### config.mk
export PLATFORM = sky130hd
export DESIGN_NAME = mem_io_arbiter
export DESIGN_NICKNAME = d
export VERILOG_FILES = /design/src/rtl/mem_io_pkg.sv /design/src/rtl/mem_io_arbiter_sync.sv /design/src/rtl/mem_io_arbiter.sv
export SDC_FILE = /design/constraint.sdc
export NUM_CORES = 1
export LEC_CHECK = 0
export CORE_AREA = 2 2 162 164
export DETAILED_ROUTE_END_ITERATION = 8
export DIE_AREA = 0 0 164 166
export SKIP_LAST_GASP = 1
export SLEW_MARGIN = 5
export SYNTH_ARGS = -nofsm -noshare
export SYNTH_HDL_FRONTEND = slang
export SYNTH_HIERARCHICAL = 1
export SYNTH_SLANG_ARGS = --single-unit
### constraint.sdc
create_clock -name clk -period 4.32 [get_ports clk]
set_input_delay 0.864 -clock clk [delete_from_list [all_inputs] [get_ports clk]]
set_output_delay 0.864 -clock clk [all_outputs]
set_load 0.02 [all_outputs]
### src/rtl/mem_io_pkg.sv
// Shared constants for the memory/IO arbiter: IO register offsets and FSM states.
package mem_io_pkg;

  // Register offsets relative to IO_BASE
  localparam int unsigned CHG_OFS  = 'h10;
  localparam int unsigned MASK_OFS = 'h11;
  localparam int unsigned OUT_OFS  = 'h20;

  typedef enum logic [1:0] {
    IDLE   = 2'd0,
    IO_ACC = 2'd1,
    MEM_WR = 2'd2,
    MEM_RD = 2'd3
  } state_t;

endpackage

### src/rtl/mem_io_arbiter_sync.sv
// One input channel: 2-FF synchroniser plus a history register for change detection.
module io_sync_chan #(
  parameter int IN_W = 8
) (
  input  logic            clk,
  input  logic            rst,
  input  logic [IN_W-1:0] din,
  output logic [IN_W-1:0] sync_val,
  output logic            chg_pulse
);

  logic [IN_W-1:0] meta_q;
  logic [IN_W-1:0] sync_q;
  logic [IN_W-1:0] prev_q;

  // Synchronise the asynchronous input and keep the previous synchronised value
  always_ff @(posedge clk or posedge rst) begin
    if (rst) begin
      meta_q <= '0;
      sync_q <= '0;
      prev_q <= '0;
    end else begin
      meta_q <= din;
      sync_q <= meta_q;
      prev_q <= sync_q;
    end
  end

  assign sync_val  = sync_q;
  assign chg_pulse = (sync_q != prev_q);

endmodule

### src/rtl/mem_io_arbiter.sv
// Routes CPU load/store accesses either to BRAM port A or to memory-mapped IO
// registers (input channels with change flags, IRQ mask, output registers).
//
// state  | meaning
// IDLE   | waiting for cpu_req; IO registers are read/written on the accepting edge
// IO_ACC | IO access done, cpu_ack high for this one cycle
// MEM_WR | mem_we and cpu_ack high for this one cycle
// MEM_RD | mem_addr held while BRAM latency counts down; last cycle carries cpu_ack
module mem_io_arbiter
  import mem_io_pkg::*;
#(
  parameter int                DATA_W   = 16,
  parameter int                ADDR_W   = 16,
  parameter logic [ADDR_W-1:0] IO_BASE  = 16'hFF00,
  parameter int                NUM_IN   = 4,
  parameter int                IN_W     = 8,
  parameter int                NUM_OUT  = 4,
  parameter int                BRAM_LAT = 1
) (
  input  logic                      clk,
  input  logic                      rst,
  input  logic                      cpu_req,
  input  logic                      cpu_we,
  input  logic [ADDR_W-1:0]         cpu_addr,
  input  logic [DATA_W-1:0]         cpu_wdata,
  output logic [DATA_W-1:0]         cpu_rdata,
  output logic                      cpu_ack,
  output logic [ADDR_W-1:0]         mem_addr,
  output logic [DATA_W-1:0]         mem_wdata,
  output logic                      mem_we,
  input  logic [DATA_W-1:0]         mem_rdata,
  input  logic [NUM_IN*IN_W-1:0]    io_in,
  output logic [NUM_OUT*DATA_W-1:0] io_out,
  output logic                      io_irq
);

  localparam int CNT_W = (BRAM_LAT > 1) ? $clog2(BRAM_LAT) : 1;

  state_t            state;
  logic [CNT_W-1:0]  lat_cnt;
  logic [DATA_W-1:0] rdata_q;
  logic [NUM_IN-1:0] chg_flags;
  logic [NUM_IN-1:0] irq_mask;
  logic [NUM_IN-1:0] chg_pulse;
  logic [IN_W-1:0]   sync_val [NUM_IN];
  logic [ADDR_W-1:0] io_ofs;
  logic              is_io;
  logic              io_wr;
  logic [DATA_W-1:0] io_rd;
  logic [NUM_IN-1:0] w1c;

  for (genvar i = 0; i < NUM_IN; i++) begin : g_chan
    io_sync_chan #(.IN_W(IN_W)) u_chan (
      .clk       (clk),
      .rst       (rst),
      .din       (io_in[i*IN_W +: IN_W]),
      .sync_val  (sync_val[i]),
      .chg_pulse (chg_pulse[i])
    );
  end

  // Unsigned wrap-around is harmless: offsets are only used when is_io holds.
  assign io_ofs = cpu_addr - IO_BASE;
  assign is_io  = (cpu_addr >= IO_BASE);
  assign io_wr  = (state == IDLE) && cpu_req && is_io && cpu_we;
  assign w1c    = (io_wr && io_ofs == ADDR_W'(CHG_OFS)) ? cpu_wdata[NUM_IN-1:0] : '0;

  // IO read mux; unmapped offsets fall through to zero
  always_comb begin
    io_rd = '0;
    for (int i = 0; i < NUM_IN; i++) begin
      if (io_ofs == ADDR_W'(i)) io_rd = DATA_W'(sync_val[i]);
    end
    if (io_ofs == ADDR_W'(CHG_OFS))  io_rd = DATA_W'(chg_flags);
    if (io_ofs == ADDR_W'(MASK_OFS)) io_rd = DATA_W'(irq_mask);
    for (int j = 0; j < NUM_OUT; j++) begin
      if (io_ofs == ADDR_W'(OUT_OFS) + ADDR_W'(j)) io_rd = io_out[j*DATA_W +: DATA_W];
    end
  end

  // Change flags (a new change beats a same-cycle clear), IRQ mask and registered IRQ
  always_ff @(posedge clk or posedge rst) begin
    if (rst) begin
      chg_flags <= '0;
      irq_mask  <= '0;
      io_irq    <= 1'b0;
    end else begin
      chg_flags <= (chg_flags & ~w1c) | chg_pulse;
      if (io_wr && io_ofs == ADDR_W'(MASK_OFS)) irq_mask <= cpu_wdata[NUM_IN-1:0];
      io_irq <= |(chg_flags & irq_mask);
    end
  end

  // Output registers written on the accepting edge of an IO store
  always_ff @(posedge clk or posedge rst) begin
    if (rst) begin
      io_out <= '0;
    end else begin
      for (int j = 0; j < NUM_OUT; j++) begin
        if (io_wr && io_ofs == ADDR_W'(OUT_OFS) + ADDR_W'(j)) io_out[j*DATA_W +: DATA_W] <= cpu_wdata;
      end
    end
  end

  // Transaction sequencer with registered handshake and BRAM strobes
  always_ff @(posedge clk or posedge rst) begin
    if (rst) begin
      state     <= IDLE;
      cpu_ack   <= 1'b0;
      rdata_q   <= '0;
      mem_we    <= 1'b0;
      mem_addr  <= '0;
      mem_wdata <= '0;
      lat_cnt   <= '0;
    end else begin
      unique case (state)
        IDLE: begin
          if (cpu_req) begin
            if (is_io) begin
              rdata_q <= io_rd;
              cpu_ack <= 1'b1;
              state   <= IO_ACC;
            end else if (cpu_we) begin
              mem_addr  <= cpu_addr;
              mem_wdata <= cpu_wdata;
              mem_we    <= 1'b1;
              cpu_ack   <= 1'b1;
              state     <= MEM_WR;
            end else begin
              mem_addr <= cpu_addr;
              lat_cnt  <= CNT_W'(BRAM_LAT - 1);
              state    <= MEM_RD;
            end
          end
        end
        IO_ACC, MEM_WR: begin
          cpu_ack <= 1'b0;
          mem_we  <= 1'b0;
          state   <= IDLE;
        end
        MEM_RD: begin
          if (cpu_ack) begin
            cpu_ack <= 1'b0;
            state   <= IDLE;
          end else if (lat_cnt == '0) begin
            cpu_ack <= 1'b1;
          end else begin
            lat_cnt <= lat_cnt - CNT_W'(1);
          end
        end
        default: state <= IDLE;
      endcase
    end
  end

  // Load data comes straight from BRAM in the MEM_RD ack cycle, so the load
  // completes BRAM_LAT+1 cycles after the request; IO data is registered.
  assign cpu_rdata = (state == MEM_RD) ? mem_rdata : rdata_q;

endmodule

=== Word-level counts from Yosys, hierarchy flattened ===
Index checks and enable logic that the tools add are counted.

* Register bits: 222
* Bits of input ports: 84
* Word-level logic and storage cells: 111

* $add $sub $neg: 2
* Bitwise logic cells: 5
* Mux-type cells: 32
* Magnitude comparators: 1
* Equality and inequality tests: 23
* Reductions and logical operators: 22

{| class="wikitable"
|+ Operators by type and width
! cell !! number
|-
| $mux W16 || 10
|-
| $eq A16 B6 Y1 const B || 4
|-
| $eq A16 B2 Y1 const B || 2
|-
| $eq A16 B5 Y1 const B || 2
|-
| $ne A8 B8 Y1 || 4
|-
| $eq A16 B1 Y1 const B || 1
|-
| $ge A16 B16 Y1 const B || 1
|-
| $logic_not A16 Y1 || 1
|-
| $sub A16 B16 Y16 const B || 1
|-
| $mux W1 || 13
|-
| $ne A2 B2 Y1 const B || 6
|-
| $logic_and A1 B1 Y1 || 9
|-
| $and A4 B4 Y4 || 2
|-
| $mux W8 || 1
|-
| $reduce_and A4 Y1 || 2
|-
| $mux W2 || 3
|-
| $pmux W2 S3 || 1
|-
| $reduce_and A3 Y1 || 2
|-
| $reduce_and A5 Y1 || 1
|-
| $eq A2 B2 Y1 const B || 2
|-
| $mux W4 || 1
|-
| $not A4 Y4 || 1
|-
| $or A4 B4 Y4 || 1
|-
| $pmux W1 S2 || 2
|-
| 10 further kinds || 12
|}

=== Depth between registers and ports, before layout ===
* Depth in word-level cells: 12
* Depth in mapped cells: 9
* Gate-level depth less buffers: 7

=== Cells and area by module ===
Netlist, hierarchy kept.

{| class="wikitable"
|+ By module, submodules not included
! module !! cells each !! area an instance (um^2) !! times used
|-
| mem_io_arbiter || 477 || 6037.0 || 1
|-
| io_sync_chan || 36 || 690.7 || 4
|}

=== Worst setup path after synthesis ===
Ideal clock, no wire load.

* Path type: input to register
* From: input port cpu_addr[4]
* To: register io_out[0]
* Arrival: 2.542 ns
* Slack: 1.653 ns
* Required time: 4.195 ns
* Stages on the path: 7
* Library setup time: 0.125 ns
* Path buffers: 3
* Path through: or4b_1 -> buf_4 -> nor4_4 -> and2b_1 -> buf_4 -> buf_8 -> mux2_2

* Longest elaborated chain between the ends: 4
* Elaborated cells between the ends (all ways): 6
* Classes of those cells: add/sub: 1; order compare: 1; eq/ne: 1; reduce/logical: 3

{| class="wikitable"
|+ Ends and longest elaborated chain
! element !! RTL line !! source
|-
| from (decl) || mem_io_arbiter.sv:24 || <nowiki>input logic [ADDR_W-1:0] cpu_addr,</nowiki>
|-
| parallel branches: the longest is 3 deep, another holds $sub A16 B16 Y16 || -- ||
|-
| $logic_and A1 B1 Y1 * || mem_io_arbiter.sv:100 || <nowiki>if (io_wr && io_ofs == ADDR_W'(OUT_OFS) + ADDR_W'(j)) io_out[j*DATA_W +: DATA_W] <= cpu_wdata;</nowiki>
|-
| to (signal, indexed assignment) || mem_io_arbiter.sv:100 ||
|-
| to (decl) || mem_io_arbiter.sv:33 || <nowiki>output logic [NUM_OUT*DATA_W-1:0] io_out,</nowiki>
|}

Every way passes the cells marked *.
A chain may end at the register's enable or synchronous reset.

=== Final worst setup path ===
* From: register state[1]
* To: output port cpu_rdata[2]

* Longest elaborated chain between the ends: 2

{| class="wikitable"
|+ Ends and longest elaborated chain
! element !! RTL line !! source
|-
| from (decl) || mem_io_arbiter.sv:39 || <nowiki>state_t state;</nowiki>
|-
| from (signal assigned) || mem_io_arbiter.sv:108 || <nowiki>state <= IDLE;</nowiki>
|-
| from (signal assigned) || mem_io_arbiter.sv:122 || <nowiki>state <= IO_ACC;</nowiki>
|-
| from (signal assigned) || mem_io_arbiter.sv:128 || <nowiki>state <= MEM_WR;</nowiki>
|-
| $eq A2 B2 Y1 || mem_io_arbiter.sv:158 || <nowiki>assign cpu_rdata = (state == MEM_RD) ? mem_rdata : rdata_q;</nowiki>
|-
| $mux W16 || mem_io_arbiter.sv:158 ||
|-
| to (decl) || mem_io_arbiter.sv:26 || <nowiki>output logic [DATA_W-1:0] cpu_rdata,</nowiki>
|}

Every way passes these cells.

==> results.cfg <==
[cts]
clk_latency_ns = 0.52
cts.repair.resized = 0
clockRootBuffer = clkbuf_16
post_cts_buffers = 0
cts_max_path_buffers = 3
clock_sinks = 221
path_clk_slew_ns = 0.06
cts_made_buffers = 24
h-tree-depth = 1
cts_tree = yes
ctsHoldBuffers = 0

[floorplan]
io_pins = 199
die_area_sq_mm = 0.0272
initial_core_util = 0.344
die_y_microns = 166
core_sq_mm = 0.0256
num_rows = 59
die_w_microns = 164

[power]
powerDensity_mw_per_mm2 = 476
power.leakage_nw = 5.17
ir_worst_vdd_uv = 339

[logic_synthesis]
synth_top_family_by_area = multiplexers
synth_cells = 621
synth_xor_area_frac = 0.0318
synthFlopType = dfrtp_1
async_flop_share = 1.00
syn_avg_cell_area_sq_um = 14.2
yosys.area_share.simple = 0.0856
synthAdderAreaFrac = 0.00427
synth_top_area_cell = dfrtp_1
synth_compound_area_frac = 0.0782
synthMuxAreaShare = 0.150
syn_nets = 708
synth_area_sq_mm = 0.00880
synth_edf_count = 0
ys_types = 64
synth_top_area_share = 0.628
synth_seq_area_share = 0.628
yosys_warnings = 6
synth-seq-cells = 221
synth_area_leaders = dfrtp_1 (63%), mux2_2 (13%), xor2_1 (3.2%), nand2_1 (1.5%), mux2_1 (1.5%)

[placement]
place_congestion = 0.842
hpwl_microns = 17200
io_buffers = 198
postPlaceCellArea_sq_mm = 0.0112

[critical_path]
crit_fanout = 13
cp-end-kind = primary output
arrival_ns = 2.50
cp_data_required_time_ns = 3.46
path_class = register to primary output
cp-start-kind = register

[routing]
finalWirelength_microns = 23400
vias = 5926
wl_per_cell_microns = 19.6
first_pass_iters = 6
drt_iter0_drc = 321
ant_nets = 0
viasPerCell = 4.97
drc = 0

[final_layout]
final_nets = 926
drive_gt1_frac = 0.215
design_area_sq_mm = 0.0121
area_delta_synth_final_pct = 37.1
diodes = 0

[global_routing]
grt_pass1_wl_microns = 36000
grt_overflow = 0
grt_max_degree = 73
grt_pass1_vias = 6026
antenna_found_initial = 0
grt.total_usage = 0.171

[timing]
setup_violations = 0
max_freq_mhz = 297
finalCritPeriodShare = 0.778
fin_setup_tns_ns = 0
skew_ns = 0.0106
period_needed_ns = 3.36
rsz0062_at_grt = no
max_slew_margin = 0.352
hold_violations = 0
drv_slew = 0
tightest_slew_ns = 0.971

[outcome]
status = finished, final reports clean

[job]
maxCapViolCount = 0

[worst_hold_path]
hold_class = register to register
[area by class of cell]
type,instances,area [sq um]
inverters,12,47.5
clock inverters,10,128
fillers,2314,13500
clock buffers,34,729
flip-flops and latches,221,5530
repair buffers,217,2140
multi-input cells,363,3080
well taps,335,419
[where the power goes]
group | switching [W] | internal [W]
sequential | 0.000115 | 0.00229
combinational | 0.000566 | 0.000610
clock | 0.000850 | 0.00131
[metrics by stage]
stage               hold slack [ns]  power, W  worst slack [ns]  utilization  instances
global route                  0.354   0.00599             0.861        0.471       1192
floorplan                     0.331   0.00304             0.128            -        621
finish                        0.347   0.00574             0.957        0.471       1192
global placement              0.334   0.00363             0.639        0.438       1148
detailed placement            0.335   0.00364             0.614        0.438       1148
CTS                           0.350   0.00582             0.891        0.471       1192
[worst max-delay path, stage by stage (launching register included)]
cell,delay (ns)
dfrtp_1,0.36
ha_1,0.40
buf_4,0.30
mux2_2,0.38
clkdlybuf4s50_1,0.54
[layout by cell type, fill, tap and decap left out, types with 11 or more instances in the layout]
cell type and n:
dfrtp_1 221, clkdlybuf4s50_1 198, mux2_2 105, nand2_1 36, xor2_1 32, clkbuf_16 25
buf_4 18, o21ai_0 16, nor2_1 12, mux2_1 12, nor4_1 11
[path summary, 6_finish.rpt]
path	startpoint	end	slack (ns)	depth (start not counted)
worst max-delay path	state[1]	cpu_rdata[2]	0.96	4
worst min-delay path	g_chan[2].u_chan/meta_q[1]	g_chan[2].u_chan/sync_val[1]	0.35	0
worst max register to register	state[1]	io_out[2]	1.51	7
worst min register to register	g_chan[2].u_chan/meta_q[1]	g_chan[2].u_chan/sync_val[1]	0.35	0
max in group asynchronous	rst	io_out[42]	2.39	3
min in group asynchronous	rst	g_chan[1].u_chan/sync_val[3]	1.03	2
[cell usage after synthesis (4+ instances only)]
library cell and instances:
xor2_1 32, a22oi_1 8, nor4_1 11, nand3_1 7, inv_1 11, mux2_1 12
o21bai_1 5, clkbuf_1 13, a22o_1 9, a221oi_1 9, buf_2 4, dfrtp_1 221
o221ai_1 4, buf_4 4, a222oi_1 4, nand2_1 36, o21ai_0 16, and4_1 6
a21oi_1 10, nor3_1 5, a21o_1 4, mux2_2 105, o22ai_1 6, nand4_1 7
nor2_1 12
[cell families (layout without fill, tap and decap cells)]
kind of cell,after synthesis,in the layout
AO/OA/AOI/OAI,94,94
AND/OR/NAND/NOR,117,117
flip-flops,221,221
buffers and inverters,37,273
adder cells (fa/ha/maj),3,3
XOR/XNOR,32,32
multiplexers,117,117
[state kept, by name, summed over array words and instances, names as in the netlist]
name                    count
g_chan.u_chan/meta_q       32
chg_flags                   4
io_out                     64
mem_addr                   16
cpu_ack                     1
g_chan.u_chan/prev_q       32
state                       2
mem_we                      1
rdata_q                    16
g_chan.u_chan/sync_val     32
mem_wdata                  16
irq_mask                    4
io_irq                      1
[metal layers]
metal / vias up / global-route usage / part of all wire
met3: 30 / 0.0310 / 0.067
met4: 0 / 0.0362 / 0.018
met5: - / 0 / 0
met2: 219 / 0.289 / 0.49
li1: 2712 / - / -
met1: 2965 / 0.229 / 0.43
Power figures use the tool's default switching activity.
